### src/rtl/prefetch_stream_engine.sv
// Descriptor-driven prefetch engine: walks a strided or index-gathered element list,
// issuing LANES-wide cache reads and writing the returned words into the store buffer.
module prefetch_stream_engine #(
  parameter int unsigned ADDR_W = 32,
  parameter int unsigned DATA_W = 32,
  parameter int unsigned LANES  = 2,
  parameter int unsigned CNT_W  = 16
) (
  input  logic                      clk,
  input  logic                      reset,
  input  logic                      trigger,
  input  logic                      abort,
  input  logic                      mode,
  input  logic [ADDR_W-1:0]         cfg_base,
  input  logic [ADDR_W-1:0]         cfg_stride,
  input  logic [ADDR_W-1:0]         cfg_idx_base,
  input  logic [ADDR_W-1:0]         cfg_dst,
  input  logic [CNT_W-1:0]          cfg_count,
  output logic                      cache_data_req_o,
  output logic [LANES*ADDR_W-1:0]   cache_r_addr_o,
  input  logic                      wait_cache,
  input  logic                      cache_data_ready,
  input  logic [LANES*DATA_W-1:0]   cache_data_i,
  output logic [LANES-1:0]          strBufWren,
  output logic [LANES*ADDR_W-1:0]   w_addr_o,
  output logic [LANES*DATA_W-1:0]   w_data_o,
  input  logic                      wait_strBuf,
  output logic                      busy,
  output logic                      done,
  output logic [3:0]                outState
);

  // One spare bit so i can step past count without wrapping.
  localparam int unsigned IW = CNT_W + 1;

  typedef enum logic [3:0] {
    StIdle     = 4'd0,
    StReqIdx   = 4'd1,
    StWaitIdx  = 4'd2,
    StReqData  = 4'd3,
    StWaitData = 4'd4,
    StWrite    = 4'd5,
    StDone     = 4'd6
  } state_e;

  state_e                    state_q, state_d;
  logic [IW-1:0]             i_q, i_d;
  logic                      mode_q, mode_d;
  logic [ADDR_W-1:0]         base_q, base_d, stride_q, stride_d;
  logic [ADDR_W-1:0]         idx_base_q, idx_base_d, dst_q, dst_d;
  logic [CNT_W-1:0]          count_q, count_d;
  // Holds the gathered indices, then the data words of the same batch.
  logic [LANES*DATA_W-1:0]   cap_q, cap_d;

  logic                      req_q, req_d, busy_q, busy_d, done_q, done_d;
  logic [LANES*ADDR_W-1:0]   raddr_q, raddr_d, waddr_q, waddr_d;
  logic [LANES*DATA_W-1:0]   wdata_q, wdata_d;
  logic [LANES-1:0]          wren_q, wren_d;

  logic [IW-1:0]             lane_i    [LANES];
  logic [ADDR_W-1:0]         lane_elem [LANES];
  logic [LANES-1:0]          lane_act;

  always_comb begin
    state_d    = state_q;
    i_d        = i_q;
    mode_d     = mode_q;
    base_d     = base_q;
    stride_d   = stride_q;
    idx_base_d = idx_base_q;
    dst_d      = dst_q;
    count_d    = count_q;
    cap_d      = cap_q;
    unique case (state_q)
      StIdle: begin
        if (trigger) begin
          mode_d     = mode;
          base_d     = cfg_base;
          stride_d   = cfg_stride;
          idx_base_d = cfg_idx_base;
          dst_d      = cfg_dst;
          count_d    = cfg_count;
          i_d        = '0;
          if (cfg_count == '0) state_d = StDone;
          else                 state_d = mode ? StReqIdx : StReqData;
        end
      end
      StReqIdx:  if (!wait_cache) state_d = StWaitIdx;
      StWaitIdx: begin
        if (cache_data_ready) begin
          cap_d   = cache_data_i;
          state_d = StReqData;
        end
      end
      StReqData:  if (!wait_cache) state_d = StWaitData;
      StWaitData: begin
        if (cache_data_ready) begin
          cap_d   = cache_data_i;
          state_d = StWrite;
        end
      end
      StWrite: begin
        if (!wait_strBuf) begin
          i_d = i_q + IW'(LANES);
          if (i_d >= {1'b0, count_q}) state_d = StDone;
          else                        state_d = mode_q ? StReqIdx : StReqData;
        end
      end
      StDone:  state_d = StIdle;
      default: state_d = StIdle;
    endcase
    if (abort && (state_q != StIdle)) state_d = StIdle;
  end

  always_comb begin
    for (int l = 0; l < LANES; l++) begin
      lane_i[l]    = i_d + IW'(l);
      lane_act[l]  = lane_i[l] < {1'b0, count_d};
      lane_elem[l] = ADDR_W'(lane_i[l]);
    end
  end

  // Outputs are computed from the next state so they register in step with it.
  always_comb begin
    req_d   = 1'b0;
    raddr_d = '0;
    wren_d  = '0;
    waddr_d = '0;
    wdata_d = '0;
    busy_d  = (state_d != StIdle);
    done_d  = (state_d == StDone);
    for (int l = 0; l < LANES; l++) begin
      case (state_d)
        StReqIdx: begin
          req_d = 1'b1;
          if (lane_act[l]) raddr_d[l*ADDR_W +: ADDR_W] = idx_base_d + (lane_elem[l] << 2);
        end
        StReqData: begin
          req_d = 1'b1;
          if (lane_act[l]) begin
            if (mode_d) raddr_d[l*ADDR_W +: ADDR_W] =
                base_d + (ADDR_W'(cap_d[l*DATA_W +: DATA_W]) << 2);
            else        raddr_d[l*ADDR_W +: ADDR_W] = base_d + lane_elem[l] * stride_d;
          end
        end
        StWrite: begin
          if (lane_act[l]) begin
            wren_d[l]                     = 1'b1;
            waddr_d[l*ADDR_W +: ADDR_W]   = dst_d + (lane_elem[l] << 2);
            wdata_d[l*DATA_W +: DATA_W]   = cap_d[l*DATA_W +: DATA_W];
          end
        end
        default: ;
      endcase
    end
  end

  always_ff @(posedge clk or negedge reset) begin
    if (!reset) begin
      state_q    <= StIdle;
      i_q        <= '0;
      mode_q     <= 1'b0;
      base_q     <= '0;
      stride_q   <= '0;
      idx_base_q <= '0;
      dst_q      <= '0;
      count_q    <= '0;
      cap_q      <= '0;
      req_q      <= 1'b0;
      raddr_q    <= '0;
      wren_q     <= '0;
      waddr_q    <= '0;
      wdata_q    <= '0;
      busy_q     <= 1'b0;
      done_q     <= 1'b0;
    end else begin
      state_q    <= state_d;
      i_q        <= i_d;
      mode_q     <= mode_d;
      base_q     <= base_d;
      stride_q   <= stride_d;
      idx_base_q <= idx_base_d;
      dst_q      <= dst_d;
      count_q    <= count_d;
      cap_q      <= cap_d;
      req_q      <= req_d;
      raddr_q    <= raddr_d;
      wren_q     <= wren_d;
      waddr_q    <= waddr_d;
      wdata_q    <= wdata_d;
      busy_q     <= busy_d;
      done_q     <= done_d;
    end
  end

  assign cache_data_req_o = req_q;
  assign cache_r_addr_o   = raddr_q;
  assign strBufWren       = wren_q;
  assign w_addr_o         = waddr_q;
  assign w_data_o         = wdata_q;
  assign busy             = busy_q;
  assign done             = done_q;
  assign outState         = state_q;

endmodule

### config.mk
export PLATFORM = sky130hd
export DESIGN_NAME = prefetch_stream_engine
export DESIGN_NICKNAME = d
export VERILOG_FILES = /design/src/rtl/prefetch_stream_engine.sv
export SDC_FILE = /design/constraint.sdc
export NUM_CORES = 2
export LEC_CHECK = 0
export CAP_MARGIN = 30
export CELL_PAD_IN_SITES_DETAIL_PLACEMENT = 1
export CELL_PAD_IN_SITES_GLOBAL_PLACEMENT = 1
export CORE_MARGIN = 8
export CORE_UTILIZATION = 43
export CTS_BUF_LIST = sky130_fd_sc_hd__clkbuf_4 sky130_fd_sc_hd__clkbuf_8
export DETAILED_ROUTE_END_ITERATION = 12
export PLACE_DENSITY_LB_ADDON = 0.1
export SKIP_CTS_REPAIR_TIMING = 1
export SLEW_MARGIN = 20
export SYNTH_ARGS = -nofsm -noshare
export SYNTH_HDL_FRONTEND = slang
export SYNTH_SLANG_ARGS = --single-unit
### constraint.sdc
create_clock -name clk -period 9.75 [get_ports clk]
set_input_delay 1.95 -clock clk [delete_from_list [all_inputs] [get_ports clk]]
set_output_delay 1.95 -clock clk [all_outputs]
set_load 0.05 [all_outputs]
======== After elaboration in Yosys (flattened, before gate mapping) ========
Cells that the tools add are included.
word-level totals
  bits in registers ....................... 427
  bits in latches ......................... 0
  bits in writable memories ............... 0
  ROM bits ................................ 0
  input port bits ......................... 216
  output and inout bits ................... 201
  word-level logic and storage cells ...... 97
  memories ................................ 0
cells by class
  add/subtract/negate cells ............... 10
  multiply operators ...................... 2
  divide/modulo/power cells ............... 0
  magnitude comparators ................... 3
  equality and inequality tests ........... 9
  shift operators ......................... 0
  mux-type cells .......................... 50
  bitwise operators ....................... 0
  reduce and logical (&&, ||, !) cells .... 7
operators with widths
  cell                   count
  $mux 32                22
  $add 32x19->32         4
  $add 32x32->32         4
  $mux 64                2
  $pmux 32 s2            2
  $mul 17x32->32         2
  $lt 17x16->1           2
  $mux 17                2
  $pmux 17 s2            1
  $mux 16                2
  $mux 4                 7
  $pmux 4 s6             1
  $add 17x1->17 const B  1
  $add 17x2->17 const B  1
  $ge 17x16->1           1
  $eq 4x3->1 const B     4
  $logic_not 16->1       1
  $eq 4x2->1 const B     3
  $eq 4x1->1 const B     2
  $reduce_bool 4->1      2
  $mux 1                 7
  $mux 3                 2
  $logic_not 4->1        1
  $mux 2                 2
  2 further kinds        3

======== Longest topological paths before layout ========
  word-level depth ........................ 9
  mapped depth ............................ 39
  gate-level depth less buffers ........... 35

======== Least setup slack after synthesis ========
No wires, ideal clock.
  path kind ............................... input to register
  start ................................... input port trigger
  end ..................................... register raddr_q[56] (netlist: cache_r_addr_o[56])
  setup time .............................. 138 ps
  arrival time ............................ 10,376 ps
  data required time ...................... 9,612 ps
  setup slack ............................. -764 ps
  stages .................................. 33
  path buffers ............................ 4
  path through ............................ or3b_4 nor2_4 buf_2 a21oi_1 clkbuf_1 buf_1 ha_1 inv_1 a31oi_1 o211a_1 xor2_1 clkbuf_1 nand2_1 fa_1 inv_1 fa_1 inv_1 fa_1 fa_1 fa_1 inv_1 fa_1 ha_1 a2111oi_0 nor3b_1 a2111oi_0 o31ai_1 a21o_1 a31oi_1 xor2_1 nor2_1 a21oi_1 o22ai_1
between the ends
  longest elaborated chain between the ends .. 8
  elaborated cells between the ends (all ways) .. 27
  those cells by class .................... add/sub: 4; mul: 1; order compare: 1; eq/ne: 2; mux: 19
ends and longest elaborated chain
  item                    line  text
  start: declaration      11    input logic trigger,
  $mux 17 *               76    if (trigger) begin
  $pmux 17 s2 *           74    unique case (state_q)
  net i_d[1]              47    logic [IW-1:0] i_q, i_d;
  $add 17x1->17 *         117   lane_i[l] = i_d + IW'(l);
  $mul 17x32->32          143   else raddr_d[l*ADDR_W +: ADDR_W] = base_d + lane_elem[l] * stride_d;
  $add 32x32->32          143
  $mux 32                 141   if (mode_d) raddr_d[l*ADDR_W +: ADDR_W] =
  $mux 32                 140   if (lane_act[l]) begin
  $pmux 32 s2 *           133   case (state_d)
  net raddr_d[56]         56    logic [LANES*ADDR_W-1:0] raddr_q, raddr_d, waddr_q, waddr_d;
  end signal: assignment  187   raddr_q <= raddr_d;
  end: declaration        56
The timed path passes the listed nets; every way through them passes the cells marked *.

======== Final worst setup path ========
  start ................................... input port trigger
  end ..................................... register raddr_q[63] (netlist: cache_r_addr_o[63])
between the ends
  longest elaborated chain between the ends .. 8
  elaborated cells between the ends (all ways) .. 27
  those cells by class .................... add/sub: 4; mul: 1; order compare: 1; eq/ne: 2; mux: 19
ends and longest elaborated chain
  item             line
  $mux 17          76
  $pmux 17 s2      74
  $add 17x1->17    117
  $mul 17x32->32   143
  $add 32x32->32   143
  $mux 32          141
  $mux 32          140
  $pmux 32 s2 *    133
  net raddr_d[63]  56
Marks and branches as above.

==> flow_metrics.tcl <==
set metrics [dict create \
    worst_path_largest_cell_delay_ns 0.52 \
    crit_required_ns 10.41 \
    drtPass1Iterations 5 \
    fin_nets 7499 \
    status "completed" \
    cts.clk_slew.worst_paths_ns 0.06 \
    critPathMaxFanout 5 \
    io_pins 417 \
    reg2reg_slack_ns 0.97 \
    die_area_um2 124000 \
    hold_slack_ns 0.489 \
    grt_remaining_overflow 0 \
    synth.avg_cell_area_um2 9.03 \
    crit_top_cell "fa_1" \
    clock_latency_ns 0.85 \
    min_path_cells 1 \
    hold_viol_final 0 \
    final_antenna_net_count 0 \
    wl_per_cell_um 26.0 \
    arrival_ns 10.22 \
    clock-sinks 427 \
    layout_min_cycle_time_ns 9.55 \
    tritoncts "built" \
    initial_core_util_pct 43.3 \
    synth_fp_nets 6615 \
    rows 123 \
    grt_pass1_vias 46520 \
    hp-class "reg2reg" \
    r2r_end "cache_r_addr_o[63]" \
    synth_cell_types 86 \
    die_h_um 352 \
    synth_seq_area_share_pct 22.0 \
    hold_start "cap_q[31]" \
    gp_congestion 0.939 \
    synth-edff-count 0 \
    io_buffers 416 \
    fp.coreArea_um2 112000 \
    skew_ns 0.112 \
    cts_made_buffers 81 \
    fmax_ghz 0.105 \
    cts_root_buffer "clkbuf_8" \
    routed-via-count 42077 \
    netlist.top_cell.by_area "fa_1" \
    syn_area_um2 48600 \
    setup-tns-final_ns 0 \
    p_leak_nw 30.2 \
    yosys_warnings 0 \
    ys_seq_elements 427 \
    synth-main-ff-cell "dfrtp_1" \
    p_per_area_nw_per_um2 165 \
    worstRegToRegCells 29 \
    synth-async-reset-ratio_pct 100 \
    die_w_um 352 \
    antenna_found_initial 21 \
    grt_util_all_layers_pct 32.6 \
    drcViolationCount 0 \
    synth_most_common_cell "inv_1" \
    wl_mm 204 \
    htreeDepth 3 \
    worstHoldEndpoint "cap_q[31]" \
    layout-drive-gt1-share_pct 14.6 \
    dp_hpwl_mm 171 \
    grt_pass1_wl_mm 304 \
    final_util_pct 54.4 \
    grt_max_degree 147 \
    timing.rr.start "outState[1]" \
    cap_violations 0 \
    drv_slew 0 \
    synth_commonest_cells "inv_1 (1,016), nand2_1 (897), fa_1 (704), dfrtp_1 (427), nor2_1 (377)" \
    post-route-period-util_pct 98.0 \
    fill_cells 13043 \
    drtIter0Drc 2931 \
    setup_viol 0 \
    ir_drop_v 0.000136 \
    end_kind "register" \
    clock_path_buffers 3 \
    areaGrowthSynthToFinish_pct 25.6 \
    critical_path_class "in2reg" \
    max_slew_margin_pct 34.9 \
    routed_via_density 5.36 \
    worst_slew_pin_slew_ns 0.977 \
    power_mw 10.1 \
    ys_top_cells_by_area "fa_1 (29%), dfrtp_1 (22%), ha_1 (8.0%)" \
    synthCells 5385 \
    crit_path_start_kind "primary input" \
    synth.top_cell.area_share_pct 29.0 \
    crit_slowest_cell "fa_1" \
]
[how the worst max path moves through the flow]
stage	depth (start not counted)	endpoint	slack (ns)	start
floorplan	32	cache_r_addr_o[56]	0.002	trigger
global placement	33	cache_r_addr_o[30]	-0.75	trigger
detailed placement	34	cache_r_addr_o[31]	-0.77	trigger
CTS	33	cache_r_addr_o[30]	-0.07	trigger
global route	31	cache_r_addr_o[63]	-0.04	trigger
finish	31	cache_r_addr_o[63]	0.20	trigger
[worst max-delay path, delay by kind of cell]
family | cells | cell delay (ns)
and+or+nand+nor | 6 | 0.97
adders and majority gates | 6 | 2.81
xor gates and xnor gates | 11 | 2.68
AOI/OAI and AO/OA | 3 | 0.72
buffers and inverters | 5 | 1.09
[sequential cells by signal (all words and copies together), names as in the netlist]
| signal | flops |
|---|---|
| base_q | 32 |
| busy | 1 |
| cache_data_req_o | 1 |
| cache_r_addr_o | 64 |
| cap_q | 64 |
| count_q | 16 |
| done | 1 |
| dst_q | 32 |
| i_q | 17 |
| idx_base_q | 32 |
| mode_q | 1 |
| outState | 4 |
| strBufWren | 2 |
| stride_q | 32 |
| w_addr_o | 64 |
| w_data_o | 64 |
[stage by stage]
stage | setup WS [ns] | instance area [um^2] | std cells
2_1_floorplan | 0.00176 | 48800 | 5385
3_3_place_gp | -0.747 | 58900 | 7673
3_5_place_dp | -0.772 | 58900 | 7674
4_1_cts | -0.0686 | 60800 | 7819
5_1_grt | -0.0441 | 61100 | 7838
6_report | 0.195 | 61100 | 7845
[power breakdown]
| group | internal [mW] | switching, mW | total, mW |
|---|---|---|---|
| logic | 2.38 | 3.52 | 5.90 |
| clock network | 1.13 | 0.947 | 2.07 |
| registers | 2.02 | 0.0822 | 2.10 |
[area by class of cell]
| class | instances | area, um^2 | area share (%) |
|---|---|---|---|
| multi-input combinational | 3706 | 33600 | 55.0 |
| sequential | 427 | 10700 | 17.5 |
| timing repair buffer | 1027 | 9200 | 15.1 |
| inverter | 1026 | 3860 | 6.32 |
| tap | 1500 | 1880 | 3.07 |
| clock buffer | 121 | 1530 | 2.50 |
| clock inverter | 24 | 292 | 0.477 |
| antenna | 14 | 35.0 | 0.0574 |
[placed cells by master, fill, tap and decap left out, types with 58 or more instances in the layout]
master / count
inv_1: 1010
nand2_1: 891
fa_1: 702
buf_4: 574
dfrtp_1: 427
clkdlybuf4s50_1: 414
nor2_1: 376
ha_1: 310
xnor2_1: 184
a21oi_1: 182
o21ai_0: 101
clkbuf_8: 99
xor2_1: 78
mux2i_1: 71
a21o_1: 69
mux2_2: 66
nand3_1: 62
and3_1: 58
[routing by layer]
layer / vias to the layer above / global-route usage (%) / share of wire, %
met5: - / 0 / 0.045
met4: 14 / 12.6 / 4.4
met3: 348 / 6.87 / 8.5
met2: 1529 / 50.7 / 45
met1: 21746 / 44.5 / 42
li1: 18440 / - / -
[kinds of logic (layout without fill, tap and decap cells)]
logic type | count (synthesis) | in the layout | share of synthesized area [%]
AOI/OAI and AO/OA | 610 | 610 | 8.03
muxes | 149 | 149 | 3.24
xor gates and xnor gates | 281 | 281 | 5.27
DFF | 427 | 427 | 22.0
adders and majority gates | 1014 | 1014 | 37.0
and+or+nand+nor | 1651 | 1651 | 14.7
other | 1 | 15 | 0.00771
buffers and inverters | 1252 | 2198 | 9.82
Power figures use the tool's default switching activity.
